**src/rtl/clock_set_ctrl.sv**
```systemverilog
`default_nettype none
// +----------------------------------------------------------------------------+
// | Module   : clock_set_ctrl                                                  |
// | Function : button debounce, RUN/SET mode FSM and counter adjust pulses      |
// | Revision : 1.0                                                            |
// +----------------------------------------------------------------------------+
module clock_set_ctrl #(
    parameter int DB_CYCLES     = 500000,
    parameter int REPEAT_DELAY  = 25000000,
    parameter int REPEAT_PERIOD = 5000000,
    parameter int TIMEOUT_S     = 30,
    parameter int BLINK_CYCLES  = 12500000
) (
    input  logic       clk,
    input  logic       rst,
    input  logic       btn_mode,
    input  logic       btn_up,
    input  logic       btn_down,
    input  logic       pulse_1s,
    output logic       pulse_1s_out,
    output logic       enable_cnt_h,
    output logic       enable_cnt_mi,
    output logic       enable_cnt_se,
    output logic       increase_h,
    output logic       decrease_h,
    output logic       increase_mi,
    output logic       decrease_mi,
    output logic       increase_se,
    output logic       decrease_se,
    output logic [1:0] mode,
    output logic       blink
);

    localparam logic [1:0] S_RUN    = 2'd0;
    localparam logic [1:0] S_SET_H  = 2'd1;
    localparam logic [1:0] S_SET_MI = 2'd2;
    localparam logic [1:0] S_SET_SE = 2'd3;

    localparam int B_MODE = 0;
    localparam int B_UP   = 1;
    localparam int B_DN   = 2;

    localparam int REP_MAX = (REPEAT_DELAY > REPEAT_PERIOD) ? REPEAT_DELAY : REPEAT_PERIOD;
    localparam int DB_W  = $clog2(DB_CYCLES) + 1;
    localparam int REP_W = $clog2(REP_MAX) + 1;
    localparam int TO_W  = $clog2(TIMEOUT_S) + 1;
    localparam int BL_W  = $clog2(BLINK_CYCLES) + 1;

    localparam logic [DB_W-1:0]  C_DB_MAX  = DB_W'(DB_CYCLES);
    localparam logic [REP_W-1:0] C_RD_M1   = REP_W'(REPEAT_DELAY - 1);
    localparam logic [REP_W-1:0] C_RP_M1   = REP_W'(REPEAT_PERIOD - 1);
    localparam logic [REP_W-1:0] C_REP_SAT = REP_W'(REP_MAX);
    localparam logic [TO_W-1:0]  C_TO_MAX  = TO_W'(TIMEOUT_S);
    localparam logic [BL_W-1:0]  C_BL_M1   = BL_W'(BLINK_CYCLES - 1);

    logic [2:0]       w_btn_raw;
    logic [2:0]       r_sync1, r_sync2, r_db, r_db_d;
    logic [DB_W-1:0]  r_db_cnt [0:2];
    logic [2:0]       w_press;
    logic [1:0]       r_state, w_state_nxt;
    logic             w_in_set, w_state_chg, w_adj_ok;
    logic             r_rep_act, r_rep_dir, r_rep_long;
    logic [REP_W-1:0] r_rep_cnt, w_rep_tgt;
    logic             w_rep_hold, w_rep_fire;
    logic             r_pend_up, r_pend_dn;
    logic             w_req_up, w_req_dn, w_issue_up, w_issue_dn, w_issue;
    logic [1:0]       r_gap;
    logic [TO_W-1:0]  r_to_cnt;
    logic [BL_W-1:0]  r_bl_cnt;
    logic             r_blink;
    logic             r_inc_h, r_dec_h, r_inc_mi, r_dec_mi, r_inc_se, r_dec_se;

    assign w_btn_raw = {btn_down, btn_up, btn_mode};
    assign w_press   = r_db_d & ~r_db;

    // 2-FF synchronizer followed by a stability counter per button
    always_ff @(posedge clk) begin
        if (!rst) begin
            r_sync1 <= '1;
            r_sync2 <= '1;
            r_db    <= '1;
            r_db_d  <= '1;
            for (int i = 0; i < 3; i++) r_db_cnt[i] <= '0;
        end else begin
            r_sync1 <= w_btn_raw;
            r_sync2 <= r_sync1;
            r_db_d  <= r_db;
            for (int i = 0; i < 3; i++) begin
                if (r_sync2[i] == r_db[i]) begin
                    r_db_cnt[i] <= '0;
                end else if (r_db_cnt[i] == C_DB_MAX) begin
                    r_db[i]     <= r_sync2[i];
                    r_db_cnt[i] <= '0;
                end else begin
                    r_db_cnt[i] <= r_db_cnt[i] + 1'b1;
                end
            end
        end
    end

    always_ff @(posedge clk) begin
        if (!rst) r_state <= S_RUN;
        else      r_state <= w_state_nxt;
    end

    // Mode press outranks timeout; SET_SE + 1 wraps back to RUN
    always_comb begin
        w_state_nxt   = r_state;
        enable_cnt_h  = 1'b1;
        enable_cnt_mi = 1'b1;
        enable_cnt_se = 1'b1;
        if (w_press[B_MODE])
            w_state_nxt = r_state + 2'd1;
        else if (r_state != S_RUN && r_to_cnt == C_TO_MAX)
            w_state_nxt = S_RUN;
        case (r_state)
            S_SET_H:  begin enable_cnt_mi = 1'b0; enable_cnt_se = 1'b0; end
            S_SET_MI: begin enable_cnt_h  = 1'b0; enable_cnt_se = 1'b0; end
            S_SET_SE: begin enable_cnt_h  = 1'b0; enable_cnt_mi = 1'b0; end
            default:  ;
        endcase
    end

    assign w_in_set    = (r_state != S_RUN);
    assign w_state_chg = (w_state_nxt != r_state);
    assign w_adj_ok    = w_in_set & ~w_state_chg;

    assign w_rep_tgt  = r_rep_long ? C_RD_M1 : C_RP_M1;
    assign w_rep_hold = r_rep_act & (r_rep_dir ? ~r_db[B_DN] : ~r_db[B_UP]);
    assign w_rep_fire = w_rep_hold & (r_rep_cnt >= w_rep_tgt);

    // Requests blocked by the inter-pulse gap stay pending until the gap ends
    assign w_req_up   = w_adj_ok & (w_press[B_UP] | r_pend_up | (w_rep_fire & ~r_rep_dir));
    assign w_req_dn   = w_adj_ok & r_db[B_UP] & (w_press[B_DN] | r_pend_dn | (w_rep_fire & r_rep_dir));
    assign w_issue_up = w_req_up & (r_gap == 2'd0);
    assign w_issue_dn = w_req_dn & ~w_req_up & (r_gap == 2'd0);
    assign w_issue    = w_issue_up | w_issue_dn;

    always_ff @(posedge clk) begin
        if (!rst) begin
            r_pend_up <= 1'b0;
            r_pend_dn <= 1'b0;
            r_gap     <= 2'd0;
        end else begin
            r_pend_up <= w_req_up & ~w_issue_up;
            r_pend_dn <= w_req_dn & ~w_issue_dn;
            if (w_issue)             r_gap <= 2'd2;
            else if (r_gap != 2'd0)  r_gap <= r_gap - 2'd1;
        end
    end

    // A pulse issued while already repeating in the same direction uses the short period
    always_ff @(posedge clk) begin
        if (!rst || w_state_chg) begin
            r_rep_act  <= 1'b0;
            r_rep_dir  <= 1'b0;
            r_rep_long <= 1'b1;
            r_rep_cnt  <= '0;
        end else if (w_issue) begin
            r_rep_act  <= 1'b1;
            r_rep_dir  <= w_issue_dn;
            r_rep_long <= ~(r_rep_act & (r_rep_dir == w_issue_dn));
            r_rep_cnt  <= '0;
        end else if (!w_rep_hold) begin
            r_rep_act  <= 1'b0;
            r_rep_cnt  <= '0;
        end else if (r_rep_cnt != C_REP_SAT) begin
            r_rep_cnt  <= r_rep_cnt + 1'b1;
        end
    end

    always_ff @(posedge clk) begin
        if (!rst || w_state_chg || (|w_press) || w_issue)
            r_to_cnt <= '0;
        else if (w_in_set && pulse_1s && r_to_cnt != C_TO_MAX)
            r_to_cnt <= r_to_cnt + 1'b1;
    end

    always_ff @(posedge clk) begin
        if (!rst || w_state_nxt == S_RUN || w_state_chg || w_issue) begin
            r_blink  <= 1'b1;
            r_bl_cnt <= '0;
        end else if (r_bl_cnt == C_BL_M1) begin
            r_blink  <= ~r_blink;
            r_bl_cnt <= '0;
        end else begin
            r_bl_cnt <= r_bl_cnt + 1'b1;
        end
    end

    always_ff @(posedge clk) begin
        if (!rst) begin
            r_inc_h  <= 1'b1; r_dec_h  <= 1'b1;
            r_inc_mi <= 1'b1; r_dec_mi <= 1'b1;
            r_inc_se <= 1'b1; r_dec_se <= 1'b1;
        end else begin
            r_inc_h  <= ~(w_issue_up && r_state == S_SET_H);
            r_dec_h  <= ~(w_issue_dn && r_state == S_SET_H);
            r_inc_mi <= ~(w_issue_up && r_state == S_SET_MI);
            r_dec_mi <= ~(w_issue_dn && r_state == S_SET_MI);
            r_inc_se <= ~(w_issue_up && r_state == S_SET_SE);
            r_dec_se <= ~(w_issue_dn && r_state == S_SET_SE);
        end
    end

    assign pulse_1s_out = pulse_1s & (r_state == S_RUN);
    assign mode         = r_state;
    assign blink        = r_blink;
    assign increase_h   = r_inc_h;
    assign decrease_h   = r_dec_h;
    assign increase_mi  = r_inc_mi;
    assign decrease_mi  = r_dec_mi;
    assign increase_se  = r_inc_se;
    assign decrease_se  = r_dec_se;

endmodule
`default_nettype wire

```
**config.mk**
```make
export PLATFORM = sky130hd
export DESIGN_NAME = clock_set_ctrl
export DESIGN_NICKNAME = d
export VERILOG_FILES = /design/src/rtl/clock_set_ctrl.sv
export SDC_FILE = /design/constraint.sdc
export NUM_CORES = 1
export LEC_CHECK = 0
export BUFFER_PORTS_ARGS = -buffer_cell sky130_fd_sc_hd__buf_2
export CAP_MARGIN = 40
export CORE_MARGIN = 1.5
export CORE_UTILIZATION = 50
export DETAILED_ROUTE_END_ITERATION = 7
export PLACE_DENSITY = 0.66
export REMOVE_ABC_BUFFERS = 1
export SYNTH_ARGS = -nofsm -noshare
export SYNTH_HDL_FRONTEND = slang
export SYNTH_SLANG_ARGS = --single-unit
```
**constraint.sdc**
```tcl
create_clock -name clk -period 5.5 [get_ports clk]
set_clock_uncertainty 0.05 [all_clocks]
set_input_delay 0.275 -clock clk [delete_from_list [all_inputs] [get_ports clk]]
set_output_delay 0.275 -clock clk [all_outputs]
set_load 0.02 [all_outputs]
```
After elaboration in Yosys (flattened, before gate mapping)

Memories as Yosys holds them, arrays and structs flattened.
Index checks and enable logic that the tools add are counted.

Bits in writable memories: 60
Word-level logic and storage cells: 187
Memories: 1
Input bits: 6
Bits in registers: 85
Output and inout bits: 13

Add/subtract/negate cells: 8
Order comparisons: 1
Reductions and logical operators: 32
Bitwise operators: 51
Eq/ne operators: 16
Mux-type cells: 54

Memory list:

| memory   | depth | bits a word | read ports | clocked after Yosys merged registers in | write ports | RTL line | RTL |
|---|---|---|---|---|---|---|---|
| r_db_cnt | 3     | 20          | 3          | 0                                       | 3           | 58       | `logic [DB_W-1:0] r_db_cnt [0:2];` |

Operator list:

| operator                                                | number |
|---|---|
| two-way mux 20 bit                                      | 9 |
| adder 20 x 1 -> 20 bit, second input constant           | 3 |
| == test 20 x 19 -> 1 bit, second input constant         | 3 |
| two-way mux 1 bit                                       | 40 |
| adder 26 x 1 -> 26 bit, second input constant           | 1 |
| greater-or-equal comparator 26 x 25 -> 1 bit            | 1 |
| inequality test 26 x 25 -> 1 bit, second input constant | 1 |
| adder 25 x 1 -> 25 bit, second input constant           | 1 |
| == test 25 x 24 -> 1 bit, second input constant         | 1 |
| two-way mux 25 bit                                      | 1 |
| inverter 1 bit                                          | 20 |
| bitwise AND 1 bit                                       | 15 |
| OR 1 bit                                                | 14 |
| OR reduction 2 bit                                      | 5 |
| logical AND 1 bit                                       | 9 |
| two-way mux 2 bit                                       | 4 |
| adder 6 x 1 -> 6 bit, second input constant             | 1 |
| == test 6 x 5 -> 1 bit, second input constant           | 1 |
| zero test 2 bit                                         | 3 |
| logical OR 1 bit                                        | 6 |
| inequality test 6 x 5 -> 1 bit, second input constant   | 1 |
| AND reduction 2 bit                                     | 3 |
| nonzero test 2 bit                                      | 3 |
| OR reduction 3 bit                                      | 2 |
| 10 further kinds                                        | 14 |

Logic depth before layout (Yosys ltp)

Gate-level depths: netlist of run 1.

Depth after elaboration: 14
Gate-level depth with buffers: 10
Depth with buffers taken out: 9

Least setup slack after synthesis of run 1

No wires, ideal clock.

Path kind: flip-flop to flip-flop
Start point: reg r_rep_long
End point: reg r_rep_cnt[6]
Required time: 5.386 ns
Cell stages (with the launch flop): 11
Buffers on the path: 1
Slack: 2.830 ns
Data arrival time: 2.556 ns
Cell sequence: dfxtp_1 -> inv_1 -> ha_1 -> a211o_1 -> a221o_1 -> a21oi_2 -> a31oi_2 -> a2111oi_4 -> o21ai_2 -> buf_2 -> nor2_1

Longest elaborated chain between the ends: 11

Ends and longest elaborated chain:

| element                                          | RTL line | RTL |
|---|---|---|
| from (decl)                                      | 62       | `logic r_rep_act, r_rep_dir, r_rep_long;` |
| from (signal assigned)                           | 162      | `r_rep_long <= ~(r_rep_act & (r_rep_dir == w_issue_dn));` |
| two-way mux 25 bit (*)                           | 128      | `assign w_rep_tgt = r_rep_long ? C_RD_M1 : C_RP_M1;` |
| greater-or-equal comparator 26 x 25 -> 1 bit (*) | 130      | `assign w_rep_fire = w_rep_hold & (r_rep_cnt >= w_rep_tgt);` |
| bitwise AND 1 bit (*)                            | 130      |  |
| bitwise AND 1 bit                                | 133      | `assign w_req_up = w_adj_ok & (w_press[B_UP] \| r_pend_up \| (w_rep_fire & ~r_rep_dir));` |
| OR 1 bit                                         | 133      |  |
| bitwise AND 1 bit                                | 133      |  |
| inverter 1 bit                                   | 136      | `assign w_issue_dn = w_req_dn & ~w_req_up & (r_gap == 2'd0);` |
| bitwise AND 1 bit (2 in series)                  | 136      |  |
| OR 1 bit (*)                                     | 137      | `assign w_issue = w_issue_up \| w_issue_dn;` |
| OR reduction 3 bit (no source line) (*)          | --       |  |
| to (signal assigned)                             | 168      | `r_rep_cnt <= r_rep_cnt + 1'b1;` |
| to (decl)                                        | 63       | `logic [REP_W-1:0] r_rep_cnt, w_rep_tgt;` |

Every way passes the cells marked *; elsewhere a longest branch is shown, timed or not.
A chain may end at the register's enable or synchronous reset.

Final worst setup path of run 1

Start point: reg r_rep_long
End point: reg r_rep_cnt[19]

Same word-level chain as after synthesis.

==> results of run 1 <==
layer usage:
metal  wire length (um)  GRT usage [%]  vias to the layer above
li1                   -              -                     2718
met1               6410           24.9                     2489
met2               6490           33.1                       72
met3                493           6.32                       14
met4                170           6.76                        0
met5                  0              0                        -
worst max-delay path, stage by stage, from the launching register on:
cell and delay, ns:
dfxtp_1 0.37, inv_1 0.15, ha_1 0.33, nor4bb_1 0.43, nand3_1 0.16, a2111o_1 0.34
a31oi_2 0.25, o21ai_1 0.19, o21ai_2 0.53, buf_6 0.24, nor2_1 0.06
flip-flops by register name, indices dropped and copies added, names as in the netlist, 2 cells and up:
name       count
mode           2
r_bl_cnt      25
r_db           3
r_db_cnt      60
r_db_d         3
r_gap          2
r_rep_cnt     26
r_sync1        3
r_sync2        3
r_to_cnt       6
cell usage after synthesis, types with 14 or more instances:
cell type / count
nor2_1: 135
dfxtp_1: 85
edfxtp_1: 60
nand2_1: 60
xor2_1: 57
nand3_1: 56
xnor2_1: 46
and3_1: 30
inv_1: 28
ha_1: 23
nand4_1: 23
a21oi_1: 15
nor3_1: 14
logic make-up after synthesis:
logic type,share of synthesized area [%]
AND/OR/NAND/NOR,26.2
flip-flops,49.1
AO/OA/AOI/OAI,5.33
XOR/XNOR,12.6
adder cells (fa/ha/maj),4.03
buffers and inverters,2.35
other,0.0526
multiplexers,0.281
placed cells by master, fill, tap and decap left out, types with 3 or more instances in the layout:
| master | n |
|---|---|
| dfxtp_1 | 85 |
| clkinv_1 | 3 |
| nor2_1 | 135 |
| o311a_1 | 3 |
| inv_1 | 28 |
| nand2_1 | 60 |
| o211ai_1 | 4 |
| nor3b_1 | 6 |
| nor3_1 | 14 |
| ha_1 | 23 |
| clkbuf_16 | 18 |
| edfxtp_1 | 60 |
| buf_2 | 18 |
| nand2b_1 | 9 |
| xnor2_1 | 46 |
| o21ai_0 | 10 |
| xor2_1 | 57 |
| nand4_1 | 23 |
| and3_1 | 30 |
| nor4b_1 | 8 |
| clkinv_2 | 5 |
| and2_1 | 4 |
| nor4_1 | 6 |
| or3_1 | 11 |
| and4_1 | 8 |
| a21oi_1 | 15 |
| nand3_1 | 56 |
| conb_1 | 60 |
power by group through the flow:
stage / sequential, mW / clock, mW / combinational (mW)
2_1_floorplan: 1.18 / 0 / 0.0350
3_3_place_gp: 1.18 / 0 / 0.0445
3_5_place_dp: 1.19 / 0 / 0.0451
4_1_cts: 1.16 / 1.09 / 0.0458
5_1_grt: 1.17 / 1.14 / 0.0551
6_report: 1.16 / 1.07 / 0.0476
path summary, 6_finish.rpt:
path | start | endpoint | cells after the start
worst min-delay path | btn_up | r_sync1[1] | 2
worst min register to register | r_sync1[0] | r_sync2[0] | 1
worst max-delay path | r_rep_long | r_rep_cnt[19] | 10
worst max register to register | r_rep_long | r_rep_cnt[19] | 10
area by class of cell:
class / instances / area [um^2] / area share (%)
clock buffer: 20 / 458 / 5.59
clock inverter: 12 / 87.6 / 1.07
inverter: 28 / 105 / 1.28
multi-input combinational: 621 / 3690 / 45.0
sequential: 145 / 3500 / 42.8
tap: 180 / 225 / 2.75
timing repair buffer: 21 / 126 / 1.54
==> flow_summary.ini, run 1 <==
[final_layout]
layout-drive-gt1-share_pct = 6.61
final_cells = 1027
area.growth.synth_to_final_pct = 14.8
n_antenna_cell = 0
fin_util_pct = 59.0
nets = 863
stdcell_area_um2 = 8190
fillerInstances = 1210

[hold_path]
min_path_type = in -> reg

[place]
place_inst = 994
dpl_cell_area_um2 = 7640
pre_cts_slack_ns = 2.31
dp_hpwl_mm = 9.63
gp_congestion = 0.817
io_buffers = 18

[pwr]
p_sw_uw = 479
switching_share_pct = 21.0
worst_ir_drop_vdd_mv = 0.176
leakagePower_nw = 2.97
p_per_area_nw_per_um2 = 278
p_seq_share_pct = 51.0
internal_power_mw = 1.80
total_power_mw = 2.28
clkPwrFrac_pct = 46.9
p_comb_share_pct = 2.1

[global_route]
grt_pass1_wl_mm = 23.7
grt_antenna_before_repair = 0
grt_overflow = 0
grt_pass1_vias = 5258
grt_max_degree = 24
grt_usage_pct = 20.0

[timing]
fin_ws_ns = 2.28
period_needed_ns = 3.22
hold_ws_ns = 0.0127
max_freq_mhz = 311
setup_viol = 0
timing_hold_violations_final = 0
worst_pin_slew_ns = 0.714
rsz0062_at_grt = no
maxSlewHeadroom_pct = 52.2
final_max_slew_viol_count = 0
fin_tns_setup_ns = 0
finalCritPeriodShare_pct = 58.5

[floorplan]
die_h_um = 122
num_rows = 43
dieArea_um2 = 15000
fp.dieW_um = 122
core_um2 = 13900
start_util_pct = 51.4
ios = 19

[setup_path]
worst_setup_path_end_kind = flip-flop
cp.required_ns = 5.76
r2r_slack_ns = 2.28
cp_max_fo = 14
worst_setup_path_start_kind = flip-flop
criticalPathCategory = reg -> reg
arrival_ns = 3.48

[detailed_routing]
drt-wirelength-per-cell_um = 13.2
drtIter0Drc = 276
via_per_inst = 5.15
vias = 5293
detail-route-antenna-nets = 0
drc = 0
finalWirelength_mm = 13.6
drt_pass1_iterations = 4

[run]
maxCapViolations = 0

[synthesis]
ys.flop_type = dfxtp_1
synth_edf_count = 60
synthCells = 750
netlist_area_um2 = 7140
synth_area_leaders = edfxtp_1, dfxtp_1, nor2_1
synth_top_cell_by_area = edfxtp_1
ys_types = 51
yosys_register_bits = 145
yosysWarnings = 0
synthArstFlopShare_pct = 0
seq_area_frac_synth_pct = 49.1
syn_area_per_cell_um2 = 9.51
yosysTopAreaCellShare_pct = 25.2

[clocking]
clockRootBuffer = clkbuf_16
cts_sinks = 145
cts_buffers = 17
ctsLongestPathBuffers = 2
cts_tree = yes
cts_hold_buf = 0
cts.repair.resized = 0
postCtsSetupRepairBufs = 0
clk_latency_ns = 0.42
h-tree-depth = 4
clkTransAtPathRegs_ns = 0.06

[run_status]
status = finished clean
Power figures use the tool's default switching activity.
==> run 2, diff against run 1 <==
Clock period 5.5 ns to 3 ns, I/O delays scaled along.
==> run 2 against run 1 <==
  * Maximum frequency rose by 14%
  * Routed wire length is 2.6% higher
  * Critical path depth unchanged
  * Via count increased by 2.7%
  * Final area rose by 2.6%
  * Critical path type unchanged
  * Hold slack better by 0.012 ns
  * Largest power group is now clock
  * Setup slack got worse by 2.1 ns
  * Largest cell class unchanged
  * Register-to-register slack got worse by 2.1 ns
==> flow_summary.ini, run 2 (same netlist as run 1, synthesis figures left out) <==
[run_status]
status = finished clean

[floorplan]
num_rows = 43
core_um2 = 13900
dieArea_um2 = 15000
ios = 19
start_util_pct = 51.4
fp.dieW_um = 122
die_h_um = 122

[final_layout]
layout-drive-gt1-share_pct = 7.85
nets = 869
multi_input_area_um2 = 3690
layout_commonest_cell = nor2_1
final_cells = 1033
final_cell_mix = nor2_1, dfxtp_1, nand2_1, edfxtp_1, conb_1
fillerInstances = 1203
register_area_um2 = 3500
top_register = r_db_cnt
n_antenna_cell = 0
largest_reg_flops = 60
reg_top3 = r_db_cnt (60), r_rep_cnt (26), r_bl_cnt (25)
area.growth.synth_to_final_pct = 17.8

[detailed_routing]
drc = 0
drt_pass1_iterations = 5
drtIter0Drc = 257
drt-wirelength-per-cell_um = 13.5
via_per_inst = 5.26
finalWirelength_mm = 13.9
vias = 5434
detail-route-antenna-nets = 0

[place]
io_buffers = 18
gp_congestion = 0.828
place_inst = 998
dp_hpwl_mm = 9.94
pre_cts_slack_ns = -0.00651

[timing]
finalCritPeriodShare_pct = 94.1
worst_pin_slew_ns = 0.670
timing_hold_violations_final = 0
fin_ws_ns = 0.178
period_needed_ns = 2.82
maxSlewHeadroom_pct = 54.8
setup_viol = 0
hold_ws_ns = 0.0252
final_max_slew_viol_count = 0
rsz0062_at_grt = no
max_freq_mhz = 354

[setup_path]
cp.required_ns = 3.29
arrival_ns = 3.11
cp_max_fo = 25
criticalPathCategory = reg -> reg
crit-reg2reg-capture = r_bl_cnt[0]
worst_setup_path_start_kind = flip-flop
r2r_cells = 10
r2r_slack_ns = 0.18
r2r-start = r_rep_long
worst_setup_path_end_kind = flip-flop

[clocking]
clk_latency_ns = 0.42
cts_tree = yes
clockRootBuffer = clkbuf_16
clkTransAtPathRegs_ns = 0.06
h-tree-depth = 4
cts_sinks = 145
cts_buffers = 17
ctsLongestPathBuffers = 2

[pwr]
p_seq_share_pct = 46.2
internal_power_mw = 3.73
leakagePower_nw = 3.07
p_per_area_nw_per_um2 = 549
p_comb_share_pct = 1.9
clkPwrFrac_pct = 51.9
p_sw_uw = 880
worst_ir_drop_vdd_mv = 0.453
total_power_mw = 4.62
switching_share_pct = 19.1

[global_route]
grt_antenna_before_repair = 0
grt_overflow = 0
grt_max_degree = 27
grt_pass1_vias = 5278
grt_usage_pct = 19.8
grt_pass1_wl_mm = 23.6

[hold_path]
min_to = r_db[0]
holdPathStages = 2
hp-start = rst
min_path_type = in -> reg

[run]
maxCapViolations = 0
## run 2: cell count changes in the layout (fill, tap and decap cells not counted), sizes merged
cell,delta
buf,+4
bufinv,+3
clkbuf,+5
clkinv,-7
dlygate4sd3,+2
inv,-1
## run 2: power by group through the flow
| stage | Combinational (mW) | Sequential (mW) | Clock [mW] |
|---|---|---|---|
| 2_1_floorplan | 0.0642 | 2.16 | 0 |
| 3_3_place_gp | 0.0812 | 2.17 | 0 |
| 3_5_place_dp | 0.0836 | 2.17 | 0 |
| 4_1_cts | 0.0880 | 2.13 | 2.44 |
| 5_1_grt | 0.104 | 2.14 | 2.53 |
| 6_report | 0.0900 | 2.13 | 2.39 |
## run 2: what timing repair did
item,in CTS,in global routing
pin swaps,0,1
gates resized for setup,1,3
endpoints found under the setup margin,8,65
setup buffers,0,0
hold endpoints to repair,3,0
hold buffers,3,0
## run 2: cell type report
type,instances,area share [%]
clock inverter,7,1.62
multi-input combinational,621,44.0
inverter,28,1.25
sequential,145,41.7
timing repair buffer,27,2.26
tap,180,2.68
clock buffer,25,6.53
## run 2: worst max-delay path, cell delays in order (launching register included)
cell and delay (ns):
dfxtp_2 0.35, inv_2 0.08, ha_1 0.33, a211o_1 0.30, a221o_1 0.34, a21oi_2 0.18
a31oi_2 0.16, a2111oi_4 0.45, o21ai_2 0.14, buf_12 0.19, nor3b_1 0.17
## run 2: stage by stage
step           utilization (%)  setup TNS [ns]  area [um^2]
6_report                  60.6               0         8410
5_1_grt                   60.6               0         8410
4_1_cts                   60.5               0         8400
3_5_place_dp              55.3        -0.00651         7680
3_3_place_gp              55.3               0         7680
2_1_floorplan                -               0         7290
## run 2: worst max path at each step
stage | from | end | slack (ns) | cells past startpoint
after floorplan | r_rep_long | r_rep_cnt[0] | 0.16 | 9
after global placement | r_rep_long | r_rep_long | 0.15 | 9
after detailed placement | r_rep_long | r_rep_long | -0.007 | 9
after CTS | r_rep_long | r_bl_cnt[0] | 0.02 | 10
after global routing | r_rep_long | r_bl_cnt[5] | 0.002 | 10
final | r_rep_long | r_bl_cnt[0] | 0.18 | 10
## run 2: routing by layer
metal / track usage [%] / wire length (um) / vias up
li1: - / - / 2738
met5: 0 / 0 / -
met4: 5.89 / 121 / 0
met3: 5.90 / 424 / 9
met1: 23.6 / 6460 / 2631
met2: 34.5 / 6910 / 56
